==> config.mk <==
export PLATFORM = sky130hd
export DESIGN_NAME = captura_operandos
export DESIGN_NICKNAME = d
export VERILOG_FILES = /design/src/rtl/captura_operandos_pkg.sv /design/src/rtl/captura_operandos_registro.sv /design/src/rtl/captura_operandos.sv
export SDC_FILE = /design/constraint.sdc
export NUM_CORES = 1
export LEC_CHECK = 0
export CAP_MARGIN = 20
export CELL_PAD_IN_SITES_DETAIL_PLACEMENT = 0
export CELL_PAD_IN_SITES_GLOBAL_PLACEMENT = 1
export CORE_ASPECT_RATIO = 1.4
export CORE_MARGIN = 10
export CORE_UTILIZATION = 33
export DETAILED_ROUTE_END_ITERATION = 8
export PLACE_DENSITY = 0.89
export SETUP_SLACK_MARGIN = 0.05
export SLEW_MARGIN = 20
export SYNTH_ARGS = -nofsm -noshare
export SYNTH_HDL_FRONTEND = slang
export SYNTH_HIERARCHICAL = 1
export SYNTH_SLANG_ARGS = --single-unit
==> constraint.sdc <==
create_clock -name clk -period 1.95 [get_ports clk]
set_input_delay 0.2925 -clock clk [delete_from_list [all_inputs] [get_ports clk]]
set_output_delay 0.2925 -clock clk [all_outputs]
set_load 0.01 [all_outputs]
==> src/rtl/captura_operandos_pkg.sv <==
// Shared definitions for the keypad path and the operand capture block.
//   estado_t    : capture FSM states
//   KEY_*       : key codes with a control meaning (0-9 are digits)
//   BLANK_DIGIT : nibble rendered as an unlit 7-segment digit
//   es_digito() : true for decimal key codes
package captura_operandos_pkg;

    typedef enum logic [2:0] {
        ENTER_A = 3'd0,
        ENTER_B = 3'd1,
        START   = 3'd2,
        WAIT    = 3'd3,
        SHOW    = 3'd4
    } estado_t;

    localparam logic [3:0] KEY_OP      = 4'hA;
    localparam logic [3:0] KEY_EQ      = 4'hE;
    localparam logic [3:0] KEY_CLR     = 4'hC;
    localparam logic [3:0] BLANK_DIGIT = 4'hF;

    function automatic logic es_digito(input logic [3:0] code);
        return code <= 4'd9;
    endfunction

endpackage

==> src/rtl/captura_operandos_registro.sv <==
// registro_digitos: holds one BCD operand of up to three digits.
// Ports:
//   clk, rst  : system clock, synchronous active-high reset
//   shift_i   : shift digit_i in from the right (caller checks free room)
//   clear_i   : zero the operand; with shift_i, load digit_i as sole digit
//   digit_i   : BCD digit to shift in
//   value_o   : 3-digit BCD value, right-aligned, zero-padded
//   count_o   : number of digits entered
//   disp_o    : 4-nibble display word, entered digits right-aligned,
//               BLANK in unused positions
module registro_digitos
    import captura_operandos_pkg::*;
#(
    parameter logic [3:0] BLANK = BLANK_DIGIT
) (
    input  logic        clk,
    input  logic        rst,
    input  logic        shift_i,
    input  logic        clear_i,
    input  logic [3:0]  digit_i,
    output logic [11:0] value_o,
    output logic [1:0]  count_o,
    output logic [15:0] disp_o
);

    logic [11:0] value_q;
    logic [1:0]  count_q;
    logic [15:0] value_ext;

    always_ff @(posedge clk) begin
        if (rst) begin
            value_q <= 12'h000;
            count_q <= 2'd0;
        end else if (clear_i && shift_i) begin
            value_q <= {8'h00, digit_i};
            count_q <= 2'd1;
        end else if (clear_i) begin
            value_q <= 12'h000;
            count_q <= 2'd0;
        end else if (shift_i) begin
            value_q <= {value_q[7:0], digit_i};
            count_q <= count_q + 2'd1;
        end
    end

    assign value_ext = {4'h0, value_q};

    always_comb begin
        disp_o = {4{BLANK}};
        for (int i = 0; i < 4; i++) begin
            if (i < int'(count_q)) begin
                disp_o[i*4 +: 4] = value_ext[i*4 +: 4];
            end
        end
    end

    assign value_o = value_q;
    assign count_o = count_q;

endmodule

==> src/rtl/captura_operandos.sv <==
// captura_operandos: collects two BCD operands from keypad strokes, starts
// the arithmetic unit on '=', and shows its 4-digit result.
// Ports:
//   clk, rst          : system clock, synchronous active-high reset
//   key_valid/key_code: debounced key strobe and code
//   start             : one-cycle request to the arithmetic unit
//   op_a, op_b        : operands, 3 BCD digits, stable while busy
//   done/result       : completion strobe and 4-digit BCD result
//   display           : 4 nibbles for the 7-segment mux, [3:0] rightmost
//   busy              : high while the arithmetic unit owns the operands
//
// state   | meaning
// ENTER_A | collecting digits of operand A
// ENTER_B | collecting digits of operand B
// START   | one-cycle start request
// WAIT    | waiting for done from the arithmetic unit
// SHOW    | result on display, waiting for a new entry
module captura_operandos
    import captura_operandos_pkg::*;
#(
    parameter int         MAX_DIG = 3,
    parameter logic [3:0] BLANK   = BLANK_DIGIT
) (
    input  logic        clk,
    input  logic        rst,
    input  logic        key_valid,
    input  logic [3:0]  key_code,
    output logic        start,
    output logic [11:0] op_a,
    output logic [11:0] op_b,
    input  logic        done,
    input  logic [15:0] result,
    output logic [15:0] display,
    output logic        busy
);

    localparam logic [1:0] MAX_CNT = 2'(MAX_DIG);

    estado_t     state_q;
    logic        start_q;
    logic        busy_q;
    logic [15:0] result_q;

    logic [1:0]  count_a, count_b;
    logic [15:0] disp_a, disp_b;

    logic key_dig, key_op, key_eq, key_clr;
    logic entry_state;
    logic shift_a, clear_a, shift_b, clear_b;

    assign key_dig = key_valid && es_digito(key_code);
    assign key_op  = key_valid && (key_code == KEY_OP);
    assign key_eq  = key_valid && (key_code == KEY_EQ);
    assign key_clr = key_valid && (key_code == KEY_CLR);

    // States in which the keypad has any effect at all.
    assign entry_state = (state_q == ENTER_A) || (state_q == ENTER_B) ||
                         (state_q == SHOW);

    always_comb begin
        shift_a = 1'b0;
        clear_a = 1'b0;
        shift_b = 1'b0;
        clear_b = 1'b0;
        if (entry_state && key_clr) begin
            clear_a = 1'b1;
            clear_b = 1'b1;
        end
        case (state_q)
            ENTER_A: begin
                shift_a = key_dig && (count_a < MAX_CNT);
                clear_b = clear_b || key_op;
            end
            ENTER_B: begin
                shift_b = key_dig && (count_b < MAX_CNT);
            end
            SHOW: begin
                // A digit after a result starts a fresh entry with it loaded.
                if (key_dig) begin
                    shift_a = 1'b1;
                    clear_a = 1'b1;
                    clear_b = 1'b1;
                end
            end
            default: ;
        endcase
    end

    registro_digitos #(.BLANK(BLANK)) u_reg_a (
        .clk     (clk),
        .rst     (rst),
        .shift_i (shift_a),
        .clear_i (clear_a),
        .digit_i (key_code),
        .value_o (op_a),
        .count_o (count_a),
        .disp_o  (disp_a)
    );

    registro_digitos #(.BLANK(BLANK)) u_reg_b (
        .clk     (clk),
        .rst     (rst),
        .shift_i (shift_b),
        .clear_i (clear_b),
        .digit_i (key_code),
        .value_o (op_b),
        .count_o (count_b),
        .disp_o  (disp_b)
    );

    always_ff @(posedge clk) begin
        if (rst) begin
            state_q  <= ENTER_A;
            start_q  <= 1'b0;
            busy_q   <= 1'b0;
            result_q <= {4{BLANK}};
        end else begin
            start_q <= 1'b0;
            case (state_q)
                ENTER_A: begin
                    if (key_op) begin
                        state_q <= ENTER_B;
                    end
                end
                ENTER_B: begin
                    if (key_clr) begin
                        state_q <= ENTER_A;
                    end else if (key_eq) begin
                        state_q <= START;
                        start_q <= 1'b1;
                        busy_q  <= 1'b1;
                    end
                end
                START: begin
                    state_q <= WAIT;
                end
                WAIT: begin
                    if (done) begin
                        result_q <= result;
                        busy_q   <= 1'b0;
                        state_q  <= SHOW;
                    end
                end
                SHOW: begin
                    if (key_clr || key_dig) begin
                        state_q <= ENTER_A;
                    end
                end
                default: begin
                    state_q <= ENTER_A;
                    busy_q  <= 1'b0;
                end
            endcase
        end
    end

    // Display words come straight from registers; the operand registers
    // already render their entered digits blank-padded.
    always_comb begin
        display = disp_b;
        case (state_q)
            ENTER_A: display = disp_a;
            SHOW:    display = result_q;
            default: display = disp_b;
        endcase
    end

    assign start = start_q;
    assign busy  = busy_q;

endmodule

# ---- Yosys cells after proc, flatten, opt, wreduce, memory -nomap -nowiden
# Cells that the tools add are included.
# Widths: inputs -> output; s select.
dict set report op_classes {
  n_lt_le_gt_ge 9
  muxes 37
  add_sub_neg 2
  n_bitwise 2
  eq_ne 13
  n_reduce_logical 23
}
# operator count
set ops {}
lappend ops {{$mux 4} 12}
lappend ops {{$pmux 16 s2} 1}
lappend ops {{$mux 1} 15}
lappend ops {{$mux 3} 5}
lappend ops {{$pmux 3 s5} 1}
lappend ops {{$eq 4x4->1 const B} 3}
lappend ops {{$reduce_or 3->1} 4}
lappend ops {{$logic_and 1x1->1} 9}
lappend ops {{$lt 1x2->1 const A} 4}
lappend ops {{$ne 2x2->1 const B} 4}
lappend ops {{$reduce_and 4->1} 2}
lappend ops {{$eq 3x2->1 const B} 2}
lappend ops {{$reduce_bool 3->1} 2}
lappend ops {{$add 2x1->2 const B} 2}
lappend ops {{$le 4x4->1 const B} 1}
lappend ops {{$logic_or 1x1->1} 4}
lappend ops {{$lt 2x2->1 const A} 2}
lappend ops {{$lt 2x2->1 const B} 2}
lappend ops {{$pmux 1 s2} 2}
lappend ops {{$eq 3x1->1 const B} 1}
lappend ops {{$eq 3x3->1 const B} 1}
lappend ops {{$logic_not 3->1} 1}
lappend ops {{$ne 3x3->1 const B} 1}
lappend ops {{$pmux 1 s3} 1}
lappend ops {{3 further kinds} 4}
dict set report word_totals {
  out_inout_bits 42
  ff_bits 49
  in_bits 24
}

# ---- Depth between registers and ports, before layout
dict set report logic_depth {
  word_depth 9
  depth_mapped 9
  ltp_nobuf 5
}

# ---- By module
# The synthesis kept the hierarchy.
# module cells_each instances seq_area_each_um2 area_per_inst_um2
set by_module_without_submodules {}
lappend by_module_without_submodules {registro_digitos 72 2 280.3 690.7}
lappend by_module_without_submodules {captura_operandos 167 1 420.4 1257.5}

# ---- Worst setup path after synthesis
# OpenSTA, ideal clock, no wires.
dict set report synth_path {
  kind {flip-flop to flip-flop}
  start {register state_q[1]}
  end {register u_reg_a.value_q[7] (netlist: u_reg_a/value_o[7])}
  path_stages_with_launch 10
  path_slack_ns 0.158
  period_less_slack_ns 1.792
  path_buffers 5
  arrival_ns 1.677
  setup_time_ns 0.114
  cell_sequence {dfxtp_1 -> buf_6 -> or2_1 -> buf_6 -> buf_2 -> a311oi_1 -> buf_6 -> buf_8 -> mux2i_1 -> nor2_1}
}
dict set report synth_between {
  elab_cells_between_ends 12
  classes_between {eq/ne (2); mux (4); reduce/logical (6)}
}
# item line_no
set synth_rtl {}
lappend synth_rtl {{from (decl)} captura_operandos.sv:39} ;# estado_t state_q;
lappend synth_rtl {{from (signal assigned)} captura_operandos.sv:113} ;# state_q <= ENTER_A;
lappend synth_rtl {{from (signal assigned)} captura_operandos.sv:122} ;# state_q <= ENTER_B;
lappend synth_rtl {{from (signal assigned)} captura_operandos.sv:127} ;# state_q <= ENTER_A;
lappend synth_rtl {{$eq 3x3->1 / $logic_not 3->1 (equally long branches)} captura_operandos.sv:69} ;# case (state_q)
lappend synth_rtl {{$pmux 1 s2 (*)} captura_operandos.sv:69}
lappend synth_rtl {{via shift_a} captura_operandos.sv:49} ;# logic shift_a, clear_a, shift_b, clear_b;
lappend synth_rtl {{$logic_and 1x1->1} captura_operandos_registro.sv:34} ;# end else if (clear_i && shift_i) begin
lappend synth_rtl {{$reduce_or 3->1 (no source line)} -}
lappend synth_rtl {{to (signal assigned)} captura_operandos_registro.sv:35} ;# value_q <= {8'h00, digit_i};
lappend synth_rtl {{to (signal assigned)} captura_operandos_registro.sv:41} ;# value_q <= {value_q[7:0], digit_i};
lappend synth_rtl {{to (decl)} captura_operandos_registro.sv:26} ;# logic [11:0] value_q;
# Mark *: on every way through the listed nets, which the timed path passes. The rest lies on a longest branch.
# A chain may end at the register's enable or synchronous reset.

# ---- Worst setup path in the final report
dict set report layout_path {
  start {register u_reg_a.count_q[0] (netlist: u_reg_a/count_o[0])}
  end {output display[10]}
}
dict set report layout_between {
  elab_chain_cells 3
}
# item line_no
set layout_lines {}
lappend layout_lines {{from (decl)} captura_operandos_registro.sv:27} ;# logic [1:0] count_q;
lappend layout_lines {{from (signal assigned)} captura_operandos_registro.sv:42} ;# count_q <= count_q + 2'd1;
lappend layout_lines {{$lt 2x2->1} captura_operandos_registro.sv:51} ;# if (i < int'(count_q)) begin
lappend layout_lines {{$mux 4} captura_operandos_registro.sv:51}
lappend layout_lines {{via disp_a[10]} captura_operandos.sv:45} ;# logic [15:0] disp_a, disp_b;
lappend layout_lines {{$pmux 16 s2} captura_operandos.sv:161} ;# case (state_q)
lappend layout_lines {{to (decl)} captura_operandos.sv:33} ;# output logic [15:0] display,
# The timed path passes the listed nets, and every way through them passes these cells.

==> impl_metrics.py <==
metrics = {
    "status": {
        "outcome": "complete, no violations",
    },
    "synthesis": {
        "ys.flop_type": "dfxtp_1",
        "syn_area_per_cell_um2": 8.48,
        "synth-edff-count": 0,
        "synth_seq_cells": 49,
        "synthArstFlopShare": 0,
        "seq_area_frac_synth": 0.372,
        "netlist_instances": 311,
        "ys_warn_count": 6,
        "syn_area_mm2": 0.00264,
        "synthDistinctLibCells": 38,
    },
    "global_routing": {
        "gr-usage-met1": 0.135,
        "busiest_layer": "met2",
        "overflow": 0,
        "antenna_found_initial": 0,
        "grt_pass1_vias": 2430,
        "grtUsageMet2": 0.197,
        "grt_use_total": 0.118,
        "grt_pass1_wl_um": 11600,
        "grt_util_met3": 0.0315,
        "grt_max_degree": 36,
    },
    "finish": {
        "fin_util": 0.470,
        "fin_area_mm2": 0.00366,
        "stdcell_count": 498,
        "drive_above_1_share": 0.188,
        "syn_to_final_growth_pct": 38.9,
        "antennaDiodeCount": 0,
        "nNetsFinal": 425,
    },
    "clock_tree": {
        "cts_htree_levels": 2,
        "clk_pin_slew_worst_paths_ns": 0.08,
        "clockBufferDepth": 2,
        "clock_latency_ns": 0.30,
        "clock-sinks": 49,
        "cts-hold-fix-buffers": 0,
        "cts_tree": "done",
        "clockRootBuffer": "clkbuf_8",
        "cts_setup_buffers": 0,
        "cts_buffers": 5,
    },
    "die": {
        "rows": 38,
        "initial_core_util": 0.338,
        "core-area_mm2": 0.00780,
        "fp.dieW_um": 95.6,
        "dieArea_mm2": 0.0120,
        "io_pins": 66,
        "die_y_um": 126,
    },
    "place": {
        "numPlacedInstances": 490,
        "dpl_cell_area_mm2": 0.00357,
        "dp_hpwl_um": 5650,
        "gp_congestion": 0.808,
        "place.port_buffers": 65,
    },
    "critical_path": {
        "arrival_ns": 1.53,
        "worst_setup_path_start_kind": "flip-flop",
        "path_class": "reg2out",
        "path_buf_inv": 2,
        "worstPathCellList": "buf_4 > ha_1 > nand2b_1 > mux2i_1 > o21ai_1 > buf_2",
        "crit_path_end_kind": "primary output",
        "critPathTopFamily": "flip-flops",
        "worstPathMaxFanout": 4,
        "cpPeakStageDelay_ns": 0.37,
        "cp_slowest_cell": "dfxtp_2",
        "cp.required_ns": 1.66,
    },
    "power_and_ir_drop": {
        "leakage_nw": 1.38,
        "powerDensity_mw_per_mm2": 576,
        "swShare": 0.236,
        "power_frac_clock": 0.358,
        "ir_drop_uv": 378,
        "p_sw_uw": 498,
        "combPwrFrac": 0.157,
        "sequentialPowerShare": 0.485,
        "intPower_mw": 1.61,
    },
    "route": {
        "drtAntennaViolNets": 0,
        "avgRoutedWirePerCell_um": 14.5,
        "drc": 0,
        "dr.pass1.iters": 4,
        "drt-total-wl_um": 7200,
        "dr.first_iter.drc_count": 118,
        "vias": 2344,
        "routed_via_density": 4.71,
    },
    "timing": {
        "final_max_slew_viol_count": 0,
        "fin_crit_sh": 0.936,
        "rsz0062_at_grt": "yes",
        "final_hold_viol_count": 0,
        "finalSetupViolations": 0,
        "fin_hold_ws_ns": 0.469,
        "fin_crit_ns": 1.83,
        "fin_skew_ns": 0.00926,
        "max_freq_mhz": 548,
    },
    "flow_run": {
        "max_cap_viol_count": 0,
    },
    "hold_path": {
        "hold_class": "reg2reg",
    },
}
## cell usage in the layout (no fill, tap or decap), types with 3 or more instances in the layout
cell             count
a21oi_1              4
buf_12               5
buf_2                8
buf_4               30
clkbuf_8             6
clkdlybuf4s50_1     49
conb_1               8
dfxtp_1             47
dlygate4sd2_1        6
ha_1                 3
inv_1               12
mux2i_1             34
nand2_1             57
nand2b_1            17
nand3b_1            16
nor2_1              22
nor2b_1              3
o21ai_0              7
o21ai_1             12
o32ai_1              6
or2_1                3
or2_2                6
## worst paths after layout
kind / startpoint / to / slack, ns / cells past startpoint
setup / recovery: u_reg_a/count_o[0] / display[10] / 0.12 / 6
hold / removal: result_q[1] / result_q[1] / 0.47 / 2
setup reg to reg: state_q[2] / u_reg_b/value_o[11] / 0.29 / 7
hold reg to reg: result_q[1] / result_q[1] / 0.47 / 2
## flip-flops by register name, indices dropped and copies added, names as in the netlist
name	cells
start	1
u_reg_b/value_o	12
u_reg_b/count_o	2
result_q	16
state_q	3
u_reg_a/value_o	12
u_reg_a/count_o	2
busy	1
## timing repair
item / 4_1_cts / 5_1_grt
gates resized for setup: 48 / 20
pin swaps: 0 / 8
endpoints found under the setup margin: 16 / 14
## layer usage
layer / wire, um / share of wire
met3: 421 / 0.058
met5: 0 / 0
met4: 178 / 0.025
met1: 3170 / 0.44
met2: 3430 / 0.48
## worst register-to-register path, cell delays in order, from the launching register on
cell and delay [ns]:
dfxtp_1 0.33, buf_12 0.17, nand2b_1 0.18, a2111oi_2 0.28
buf_4 0.24, buf_12 0.14, mux2i_1 0.18, nor2_1 0.05
## final cells by class
class | count | area (um2)
inverters | 14 | 52.6
flip-flops and latches | 49 | 986
clock buffers | 6 | 82.6
repair buffers | 101 | 935
clock inverters | 2 | 37.5
fillers | 783 | 4130
well taps | 100 | 125
multi-input cells | 226 | 1450
## kinds of logic (layout without fill, tap and decap cells)
logic type / Yosys count / count (layout) / share of synthesized area
simple gates: 140 / 140 / 0.271
flops: 49 / 49 / 0.372
buf+inv: 42 / 123 / 0.100
compound gates: 38 / 38 / 0.0977
mux: 36 / 36 / 0.138
fa+ha+maj: 4 / 4 / 0.0190
other cells: 2 / 8 / 0.00285
## metrics by stage
step	setup TNS, ns	setup slack [ns]	power (mW)
after floorplan	0	0.158	1.20
after global placement	-2.84	-0.145	1.39
after detailed placement	-3.60	-0.180	1.39
after CTS	0	0.0531	2.13
after global routing	0	0.0171	2.19
final	0	0.124	2.11
## Yosys cell counts, types with 5 or more instances
master | count | share of area
o32ai_1 | 6 | 0.020
nand3b_1 | 16 | 0.046
nor2_1 | 22 | 0.031
buf_6 | 6 | 0.026
mux2i_1 | 34 | 0.13
inv_1 | 14 | 0.020
buf_2 | 6 | 0.011
clkbuf_1 | 5 | 0.0071
or2_2 | 8 | 0.019
buf_4 | 8 | 0.023
o21ai_0 | 19 | 0.036
nand2b_1 | 17 | 0.040
dfxtp_1 | 49 | 0.37
nand2_1 | 57 | 0.081
## power by group through the flow
stage / combinational (mW) / sequential (mW) / clock [mW]
after CTS: 0.326 / 1.03 / 0.779
after global placement: 0.341 / 1.05 / 0
final: 0.331 / 1.03 / 0.756
after global routing: 0.361 / 1.03 / 0.806
after floorplan: 0.152 / 1.05 / 0
after detailed placement: 0.344 / 1.05 / 0
Note: power is estimated with default switching activity, not from simulation.
==> patch, RTL diff (config.mk and constraints unchanged) <==
Register the output `op_a`, with the module's reset; this adds one clock of latency there. The other outputs are not delayed to match.
--- a/src/rtl/captura_operandos.sv
+++ b/src/rtl/captura_operandos.sv
@@ -35,6 +35,8 @@
 );
 
     localparam logic [1:0] MAX_CNT = 2'(MAX_DIG);
+
+    logic [11:0] op_a_d;
 
     estado_t     state_q;
     logic        start_q;
@@ -92,7 +94,7 @@
         .shift_i (shift_a),
         .clear_i (clear_a),
         .digit_i (key_code),
-        .value_o (op_a),
+        .value_o (op_a_d),
         .count_o (count_a),
         .disp_o  (disp_a)
     );
@@ -168,5 +170,13 @@
     assign start = start_q;
     assign busy  = busy_q;
 
+    always_ff @(posedge clk) begin
+        if (rst) begin
+            op_a <= '0;
+        end else begin
+            op_a <= op_a_d;
+        end
+    end
+
 endmodule
 
Function: changed (a bounded check fails within 4 cycles, from zero or initial values and one cycle with rst high).
==> patch against the original RTL <==
Utilization decreased by 0.23 points; final cell count increased by 6.4%; largest power group is now the clock network; design area up 11%; register-to-register slack got worse by 30 ps; critical endpoint is now display[7]; count of clock-buffer cells in the layout increased by 7; die area is 10% higher; clock power increased by 85%; power rose by 43%; sequential cell count increased by 12; setup slack improved by 11 ps; synthesized area up 13%; routed wire length up 9.6%; sequential power rose by 24%; global-route usage is 0.41 points higher.
==> patch: results (changes against the original RTL) <==
[drt]
drt_iter0_markers = 137  ; +16%
viasPerCell = 4.721  ; +0.30%
wl_per_cell_um = 14.88  ; +3.0%
dr.pass1.iters = 4  ; unchanged
wl_met1_um = 3313  ; +4.6%
met2_length_um = 4040  ; +18%
highest_layer = met4
routed_wl_um = 7889  ; +9.6%
wl_met3_um = 441  ; +4.8%

[cts]
clk_pin_slew_ps = 50  ; -30 ps
cts_buffers = 9  ; +4
cts_root_buffer = clkbuf_16
clk_latency_ps = 320  ; +20 ps
ctsHtreeMaxLevel = 3  ; +1
clockBufferDepth = 2  ; unchanged

[setup_path]
critical_path_arrival_ps = 1520
reg2reg_depth = 7  ; unchanged
cp_max_fo = 16  ; +12
reg2reg_setup_slack_ps = 260  ; -30 ps
cp_slowest_cell = dfxtp_1
critPathMaxStageDelay_ps = 380
worstReg2RegStart = state_q[1]
critPathTopFamily = buffers and inverters
rr_endpoint = u_reg_a/value_o[7]

[cells_and_area]
final_cell_area_mm2 = 0.004073  ; +11%
nFillCells = 855  ; +9.2%
fin_nets = 449  ; +5.6%
n_antenna_cell = 0  ; unchanged
drive_gt1_frac = 0.1906  ; +0.002146
largest_reg_flops = 16  ; unchanged
top_register = result_q

[logic_synthesis]
synth_common_cells = dfxtp_1, nor2_1, mux2i_1, nand2_1, nor3_1
ys_async_sr_fraction = 0  ; unchanged
synthTopCellsByArea = dfxtp_1, mux2i_1, nor2_1
yosysWarnings = 6  ; unchanged
syn_area_per_cell_um2 = 8.799  ; +3.7%
ys_seq_area_frac = 0.4106  ; +0.03886
ys_types = 39  ; +2.6%

[grt]
first_global_vias = 2539  ; +4.5%
grt_pass1_wl_um = 12990  ; +12%
grt_max_degree = 36  ; unchanged
antenna_found_initial = 0  ; unchanged
grt.total_usage = 0.1219  ; +0.004065

[sta]
final.setup_skew_ps = 5.031  ; -4.226 ps

[place]
dp.cells = 515  ; +5.1%
hpwlAfterDp_um = 6012  ; +6.4%
io_buffers = 65  ; unchanged
placed_area_mm2 = 0.003822  ; +7.0%
gp_congestion = 0.8357  ; +3.5%

[worst_hold_path]
min_path_cells = 2  ; unchanged
hold_class = in -> reg
min_to = op_a[3]
min_from = rst

[pwr]
vdd_drop_max_v = 0.0004897  ; +30%
leakagePower_uw = 0.001505  ; +8.7%
p_sw_uw = 693.7  ; +39%

[outcome]
status = completed

patch: changes by cell type after synthesis, moves of 3 or more:
cell | before | now
nand2_1 | 57 | 27
nor3_1 | 0 | 19
o21ai_1 | 0 | 15
nand3b_1 | 16 | 0
nor2_1 | 22 | 39
o21ai_0 | 19 | 3
dfxtp_1 | 49 | 61
nor2b_1 | 3 | 15
a21oi_1 | 4 | 18
inv_1 | 14 | 11
patch: logic make-up after synthesis:
kind of cell	Yosys count	share of synthesized area
AO/OA/AOI/OAI	50	0.1077
flip-flops	61	0.4106
multiplexers	37	0.1254
adder cells (fa/ha/maj)	4	0.01683
AND/OR/NAND/NOR	142	0.2436
buffers and inverters	42	0.09340
other	2	0.002525
patch: per-layer routing:
layer  track usage  vias up
li1              -     1293
met1        0.1345     1135
met2        0.2086       67
met3       0.04040        7
met4       0.04488        0
met5             0        -
patch: how the worst max path moves through the flow:
stage / start / endpoint / slack (ps) / cells after the start
final: state_q[2] / display[7] / 130 / 4
after global routing: u_reg_a/count_o[0] / display[11] / 20 / 6
after CTS: u_reg_a/count_o[0] / display[11] / 60 / 6
after detailed placement: key_code[3] / u_reg_b/value_o[4] / -140 / 7
after global placement: key_code[3] / u_reg_a/value_o[8] / -70 / 7
after floorplan: state_q[1] / u_reg_a/value_o[7] / 250 / 8
patch: through the flow:
step / hold WS [ps] / worst slack [ps]
2_1_floorplan: 391.2 / 254.1
3_3_place_gp: 466.6 / -68.73
3_5_place_dp: 470.0 / -141.4
4_1_cts: 364.1 / 62.89
5_1_grt: 397.2 / 20.78
6_report: 380.9 / 134.7
patch: cell type report:
cell class | instances | share of cell area
Sequential cell | 61 | 0.3011
Inverter | 12 | 0.01106
Tap cell | 105 | 0.03226
Multi-Input combinational cell | 241 | 0.3791
Clock buffer | 13 | 0.06144
Timing Repair Buffer | 96 | 0.2126
Clock inverter | 2 | 0.002458
patch: power groups by stage:
stage | registers (µW) | logic, µW | clock network, µW
6_report | 1280 | 345 | 1400
5_1_grt | 1280 | 379 | 1490
4_1_cts | 1280 | 336 | 1430
3_5_place_dp | 1310 | 357 | 0
3_3_place_gp | 1310 | 351 | 0
2_1_floorplan | 1310 | 178 | 0
patch: worst reg2reg max path, cell delays in order (launching register included):
cell	delay [ps]
dfxtp_1	300
or2_1	250
buf_12	170
nor2_1	150
a22o_1	180
or2_1	270
buf_4	210
nor2_1	50
patch: what timing repair did:
| action | CTS | global route |
|---|---|---|
| buffers inserted | 0 | 0 |
| endpoints found under the setup margin | 16 | 9 |
| pin swaps | 1 | 5 |
| resized for setup | 42 | 13 |
